### config.mk
export PLATFORM = sky130hd
export DESIGN_NAME = mem_responder
export DESIGN_NICKNAME = d
export VERILOG_FILES = /design/src/rtl/mem_responder.sv
export SDC_FILE = /design/constraint.sdc
export NUM_CORES = 2
export LEC_CHECK = 0
export CAP_MARGIN = 5
export CORE_UTILIZATION = 25
export CTS_BUF_LIST = sky130_fd_sc_hd__clkbuf_4 sky130_fd_sc_hd__clkbuf_8
export DETAILED_ROUTE_END_ITERATION = 10
export REMOVE_ABC_BUFFERS = 1
export SKIP_LAST_GASP = 1
export SYNTH_ARGS = -nofsm -noshare
export SYNTH_HDL_FRONTEND = slang
export SYNTH_SLANG_ARGS = --single-unit
### constraint.sdc
create_clock -name clk -period 21.1 [get_ports clk]
set_input_delay 3.165 -clock clk [delete_from_list [all_inputs] [get_ports clk]]
set_output_delay 3.165 -clock clk [all_outputs]
set_load 0.01 [all_outputs]
### src/rtl/mem_responder.sv
// Fixed-latency word-organised 16-bit memory responder, one request at a time.
// Optional MEM_RESPONDER_ERR_EN adds a mem_err protocol-violation pulse.
module mem_responder #(
    parameter int ADDR_WIDTH = 8,
    parameter int LATENCY    = 2
) (
    input  logic                  clk,
    input  logic                  rst_n,
    input  logic                  mem_read,
    input  logic                  mem_write,
    input  logic [1:0]            mem_byte_enable,
    input  logic [15:0]           mem_address,
    input  logic [15:0]           mem_wdata,
    output logic                  mem_resp,
`ifdef MEM_RESPONDER_ERR_EN
    output logic                  mem_err,
`endif
    output logic [15:0]           mem_rdata
);

    localparam int DEPTH = 1 << ADDR_WIDTH;
    localparam logic [3:0] CNT_INIT = 4'(LATENCY - 1);

    typedef enum logic [1:0] {
        IDLE,
        WAIT,
        RESP
    } state_e;

    state_e                  state_q, state_d;
    logic [3:0]              cnt_q, cnt_d;
    logic [ADDR_WIDTH-1:0]   idx_q, idx_d;
    logic [15:0]             wdata_q, wdata_d;
    logic [1:0]              be_q, be_d;
    logic                    wr_q, wr_d;
    logic [15:0]             rdata_q, rdata_d;
    logic                    enter_resp;

    logic [15:0]             mem_q [DEPTH];

    logic                    in_idle;
    logic [ADDR_WIDTH-1:0]   cur_idx;
    logic [15:0]             cur_wdata;
    logic [1:0]              cur_be;
    logic                    cur_wr;
    logic [15:0]             rd_word;
    logic [15:0]             merged;
    logic                    unused_addr;

    assign unused_addr = ^mem_address;

    // With LATENCY=1 the commit happens on the accepting edge, so use live inputs
    assign in_idle   = (state_q == IDLE);
    assign cur_idx   = in_idle ? mem_address[ADDR_WIDTH:1] : idx_q;
    assign cur_wdata = in_idle ? mem_wdata : wdata_q;
    assign cur_be    = in_idle ? mem_byte_enable : be_q;
    assign cur_wr    = in_idle ? mem_write : wr_q;
    assign rd_word   = mem_q[cur_idx];
    assign merged    = {cur_be[1] ? cur_wdata[15:8] : rd_word[15:8],
                        cur_be[0] ? cur_wdata[7:0]  : rd_word[7:0]};

    always_comb begin
        state_d    = state_q;
        cnt_d      = cnt_q;
        idx_d      = idx_q;
        wdata_d    = wdata_q;
        be_d       = be_q;
        wr_d       = wr_q;
        enter_resp = 1'b0;
        unique case (state_q)
            IDLE: begin
                if (mem_read | mem_write) begin
                    idx_d   = mem_address[ADDR_WIDTH:1];
                    wdata_d = mem_wdata;
                    be_d    = mem_byte_enable;
                    wr_d    = mem_write;
                    if (LATENCY == 1) begin
                        state_d    = RESP;
                        cnt_d      = 4'd0;
                        enter_resp = 1'b1;
                    end else begin
                        state_d = WAIT;
                        cnt_d   = CNT_INIT;
                    end
                end
            end
            WAIT: begin
                if (cnt_q == 4'd1) begin
                    state_d    = RESP;
                    cnt_d      = 4'd0;
                    enter_resp = 1'b1;
                end else begin
                    cnt_d = cnt_q - 4'd1;
                end
            end
            RESP: state_d = IDLE;
            default: state_d = IDLE;
        endcase
        rdata_d = rdata_q;
        if (enter_resp) begin
            rdata_d = cur_wr ? merged : rd_word;
        end
    end

    always_ff @(posedge clk) begin
        if (!rst_n) begin
            state_q <= IDLE;
            cnt_q   <= 4'd0;
            idx_q   <= '0;
            wdata_q <= 16'h0000;
            be_q    <= 2'b00;
            wr_q    <= 1'b0;
            rdata_q <= 16'h0000;
        end else begin
            state_q <= state_d;
            cnt_q   <= cnt_d;
            idx_q   <= idx_d;
            wdata_q <= wdata_d;
            be_q    <= be_d;
            wr_q    <= wr_d;
            rdata_q <= rdata_d;
        end
    end

    // Store is never cleared; reset only blocks a pending commit
    always_ff @(posedge clk) begin
        if (rst_n && enter_resp && cur_wr) begin
            mem_q[cur_idx] <= merged;
        end
    end

    assign mem_resp  = (state_q == RESP);
    assign mem_rdata = rdata_q;

`ifdef MEM_RESPONDER_ERR_EN
    logic [15:0] addr_q, addr_d;
    logic        err_q, err_d;

    always_comb begin
        addr_d = addr_q;
        err_d  = err_q;
        unique case (state_q)
            IDLE: begin
                if (mem_read | mem_write) begin
                    addr_d = mem_address;
                    err_d  = mem_read & mem_write;
                end
            end
            WAIT: begin
                if (!(mem_read | mem_write) || (mem_address != addr_q)) begin
                    err_d = 1'b1;
                end
            end
            default: ;
        endcase
    end

    always_ff @(posedge clk) begin
        if (!rst_n) begin
            addr_q <= 16'h0000;
            err_q  <= 1'b0;
        end else begin
            addr_q <= addr_d;
            err_q  <= err_d;
        end
    end

    assign mem_err = (state_q == RESP) & err_q;
`endif

endmodule

======== After elaboration in Yosys (flattened, before gate mapping) ========
Memories as Yosys holds them, arrays and structs flattened.
Index checks and enable logic that the tools add are counted.
cells by class
  add/subtract/negate cells ............... 1
  equality and inequality tests ........... 5
  multiplexer cells ....................... 17
  bitwise logic cells ..................... 1
  reduce and logical (&&, ||, !) cells .... 7
operators with widths
  operator                                                                  number
  16-bit 2-to-1 mux                                                         2
  8-bit 2-to-1 mux                                                          3
  4-bit 2-to-1 mux                                                          2
  4-bit case mux with 2 select lines                                        1
  2-bit 2-to-1 mux                                                          3
  2-bit AND reduction                                                       3
  1-bit 2-to-1 mux                                                          5
  4-bit by 1-bit == test with 1-bit output (second input constant)          1
  2-bit case mux with 2 select lines                                        1
  4-bit by 1-bit subtractor with 4-bit output (second input constant)       1
  2-bit by 1-bit == test with 1-bit output (second input constant)          1
  2-bit == test (second input constant)                                     1
  1-bit logical AND                                                         2
  2-bit zero test                                                           1
  2-bit by 1-bit inequality test with 1-bit output (second input constant)  1
  2-bit inequality test (second input constant)                             1
  2-bit nonzero test                                                        1
  1-bit OR                                                                  1
word-level totals
  register bits ........................... 49
  bits in writable memories ............... 4096
  logic and storage cells ................. 39
  memories ................................ 1
memories
  memory  words  width  read ports  clocked after Yosys merged registers in  wr ports  line  RTL
  mem_q   256    16     1           0                                        1         39    logic [15:0] mem_q [DEPTH];

======== Depth between registers and ports, before layout ========
  word-level depth ........................ 7
  gate-level depth with buffers ........... 13

======== Worst setup path after synthesis ========
Ideal clock, no wire load.
  path kind ............................... input to register
  start point ............................. in mem_address[1]
  end point ............................... mem mem_q[0][10], data pin
  arrival ................................. 12.072 ns
  required time ........................... 19.464 ns
  path slack .............................. 7.392 ns
  stages on the path ...................... 11
  path buffers ............................ 3
  cells stage by stage .................... or4b_1 o21ai_2 buf_6 buf_4 buf_2 a22oi_1 a21oi_1 o41ai_1 a41oi_1 nor4_2 mux2i_1
between the ends
  word-level cells in the longest chain between the ends .. 3
RTL lines
  item                 line  RTL
  start: declaration   12    input logic [15:0] mem_address,
  8-bit 2-to-1 mux     54    assign cur_idx = in_idle ? mem_address[ADDR_WIDTH:1] : idx_q;
  memory 256 x 16 bit  n/a
  8-bit 2-to-1 mux     59    assign merged = {cur_be[1] ? cur_wdata[15:8] : rd_word[15:8],
  via merged[10]       47    logic [15:0] merged;
  end: declaration     39
The timed path passes the listed nets, and every way through them passes these cells.

======== Final worst setup path ========
  start point ............................. in mem_address[1]
  end point ............................... mem mem_q[247][0], data pin
between the ends
  word-level cells in the longest chain between the ends .. 3
RTL lines
  item                 line  RTL
  8-bit 2-to-1 mux     54
  memory 256 x 16 bit  n/a
  8-bit 2-to-1 mux     60    cur_be[0] ? cur_wdata[7:0] : rd_word[7:0]};
  via merged[0]        47
The timed path passes the listed nets, and every way through them passes these cells.

==> out/results.tsv <==
metric	value	unit
Global Route met3 Usage	2.96	%
final layout net count	9327	
mapped cell area	153000	sq um
Arrival @ worst endpoint	11.31	ns
maximum number of pins on one net before global-route repair	225	
total length of routed wires	440	mm
Worst path top cell family by delay	buffers and inverters	
average detailed-routed wire length per instance	24.6	um
met2 demand-to-capacity share in global routing	21.1	%
area of the core	611000	sq um
Critical R2R Launch	state_q[1]	
number of optimization iterations in the first detailed-route pass	6	
clk slew on worst S/H paths	0.06	ns
effective utilization at floorplan	25.1	%
pwr/cell area	106	nW/um^2
most used routing layer in global routing	met2	
overall die area	617000	sq um
setup violators final	0	
fraction of final layout cells sized beyond drive strength 1	16.0	%
part of the total power dissipated in sequential elements	52.6	%
total power	18.8	mW
Yosys Warn Count	0	
Avg Vias per Cell	4.95	
remaining number of nets flagged by the antenna check after routing	0	
most used flip-flop cell after synthesis	sky130_fd_sc_hd__edfxtp_1	
result of the run	finished clean	
kind of end point of the critical path	flip-flop	
maximum clock rate	95.2	MHz
hold crit path type	flip-flop to flip-flop	
leading cell type by number of instances after synthesis	sky130_fd_sc_hd__edfxtp_1	
number of maximum-capacitance violations	0	
number of buffers inserted by port buffering	46	
total CTS buffers	639	
Setup CP Type	input port to flip-flop	
global-route met1 utilization	18.7	%
Fin Setup TNS	0	ns
TritonCTS clock tree	yes	
Post-synth top cells	sky130_fd_sc_hd__edfxtp_1, sky130_fd_sc_hd__a22oi_1, sky130_fd_sc_hd__a21oi_1	
library cell with the largest summed area after synthesis	sky130_fd_sc_hd__edfxtp_1	
Max stage delay cell, worst path	sky130_fd_sc_hd__buf_4	
antenna violations before repair	38	
clock net sink count	4145	
area share of the largest cell type after synthesis	80.2	%
path depth of the worst reg2reg path	15	
startpoint of the tightest hold check path	wdata_q[4]	
wire length of the first global-routing pass	620	mm
RSZ-0062 raised after global routing	no	
Max rail drop VDD	84.1	uV
final estimated routing congestion in global placement	0.786	
buffer and inverter count on the worst path	7	
net switching component of the power	5.07	mW
clock root cell	sky130_fd_sc_hd__clkbuf_8	
type of element launching the critical path	input port	
Post-synth ARST share	0	%
remaining max-slew budget at the tightest pin	9.03	%
Hold EP	wdata_q[4]	
H-tree depth	6	
number of enable flip-flop cells after synthesis	4096	
layout-stage area growth over the synthesis result	15.8	%
post-cts sizing count	0	
Hold Path Cell Cnt	2	
worst reg2reg endpoint	mem_q[10][13]	
switching power as a share of total power	27.0	%
delay of the slowest critical-path stage	0.92	ns
max-slew violation total from the final report	0	
vertical die dimension	785	um
number of global-route vias before repair	84500	
share of the yosys chip area belonging to registers	80.8	%
slew of the pin with the lowest slew margin	1.35	ns
fraction of the cycle the final worst path needs	49.8	%
Cell variety after synth	45	
gr usage total	13.5	%
CP Max Fanout	98	
Max Clock Skew	0.0670	ns
number of register bits inferred by synthesis	4145	
LEAKAGE	52.6	nW
worst setup slack for register-to-register paths	12.41	ns
mean post-synth cell area	17.5	sq um
total congestion overflow after global routing	0	
clock share of power	34.3	%
buffers inserted during post-CTS setup optimization	0	
number of buffers inserted by hold repair at cts	0	
number of failing hold endpoints at the final stage	0	
top area cells in the synthesized netlist	sky130_fd_sc_hd__edfxtp_1, sky130_fd_sc_hd__a22oi_1, sky130_fd_sc_hd__a21oi_1	
number of rows in the core area	287	
Bufs on Longest Clock Path	4	
die boundary width	785	um
CP dominant cell by count	sky130_fd_sc_hd__buf_4	
Post-Synthesis Cells	8779	
remaining routing DRC violations	0	
final critical path time including I/O delays and setup	10.51	ns
cells along the critical path	clkdlybuf4s50_1 -> or4_4 -> o31ai_4 -> buf_4 -> buf_4 -> buf_4 -> buf_4 -> a22oi_1 -> a21oi_1 -> o41ai_1 -> a41oi_1 -> nor4_2 -> mux2i_4 -> buf_4 -> buf_4	
Internal Pwr Total	13.7	mW
source-to-sink clock delay at the later pin of the worst-skew pair	1.22	ns
count of vias placed by the detailed router	88400	
sum of net half-perimeters after detailed placement	247	mm
part of the total power dissipated in combinational logic	13.1	%
number of DRC markers in iteration 0	11300	
number of placed I/O pins	55	
Worst Path Required	21.90	ns
==> area by class of cell <==
class,count,area [sq um]
timing repair buffer,529,4370
clock buffer,871,10600
sequential,4145,124000
antenna,13,32.5
clock inverter,241,1510
tap,8092,10100
multi-input combinational,3965,26900
fill,59900,433000
inverter,7,26.3
==> registers in the layout (all words and copies together) (netlist names) <==
register / flops
be_q: 2
cnt_q: 4
idx_q: 8
mem_q: 4096
mem_rdata: 16
state_q: 2
wdata_q: 16
wr_q: 1
==> worst min-delay path, stage by stage (launching register included) <==
cell	delay [ns]
sky130_fd_sc_hd__dfxtp_1	0.31
sky130_fd_sc_hd__nand2_1	0.04
sky130_fd_sc_hd__a21boi_0	0.06
==> routing by layer <==
metal | part of all wire [%] | up-vias
met5 | 0.023 | -
met4 | 3.3 | 16
met3 | 9.8 | 738
met2 | 46 | 4517
met1 | 41 | 45400
li1 | - | 37800
==> metrics by stage <==
step | hold slack [ns] | area, sq um | worst slack [ns] | utilization (%) | cells
floorplan | 0.443 | 150000 | -11.52 | - | 8117
global placement | 0.459 | 165000 | 9.59 | 27.1 | 16700
detailed placement | 0.459 | 165000 | 9.51 | 27.1 | 16700
CTS | 0.467 | 177000 | 10.81 | 29.1 | 17800
global route | 0.483 | 178000 | 10.40 | 29.1 | 17900
finish | 0.464 | 178000 | 10.59 | 29.1 | 17900
==> kinds of logic (layout without fill, tap and decap cells) <==
family,Yosys count,after routing,share of synthesized area [%]
buffers and inverters,669,1648,2.04
AO/OA/AOI/OAI,3485,3485,15.6
flip-flops,4145,4145,80.8
multiplexers,34,34,0.222
adder cells (fa/ha/maj),2,2,0.0163
AND/OR/NAND/NOR,444,444,1.28
other,0,13,0
==> worst max path at each step <==
stage / startpoint / end / slack (ns) / depth (start not counted)
floorplan: mem_address[2] / mem_q[0][0] / -11.52 / 8
global placement: mem_address[1] / mem_q[62][0] / 9.59 / 15
detailed placement: mem_address[1] / mem_q[62][0] / 9.51 / 15
CTS: mem_address[1] / mem_q[67][0] / 10.81 / 15
global route: mem_address[1] / mem_q[246][0] / 10.40 / 15
finish: mem_address[1] / mem_q[247][0] / 10.59 / 15
==> power groups by stage <==
stage	Sequential, mW	Combinational (mW)	Clock, mW
final	9.89	2.45	6.44
after global routing	9.88	2.59	6.86
after CTS	9.88	2.44	6.53
after detailed placement	10.1	2.44	0
after global placement	10.1	2.39	0
after floorplan	10.5	1.59	0
==> cells in the final DEF (no fill, tap or decap), drive strengths merged, types with 45 or more instances in the layout <==
cell           netlist  final
o41ai              256    256
a22oi             2049   2049
nand2              114    114
buf                451    483
clkdlybuf4s50        0     45
nor2               265    265
dfxtp               49     49
clkbuf             211    872
a21oi             1025   1025
edfxtp            4096   4096
clkinv               0    190
a41oi               64     64
No activity file was read; power rests on OpenSTA's default activity.
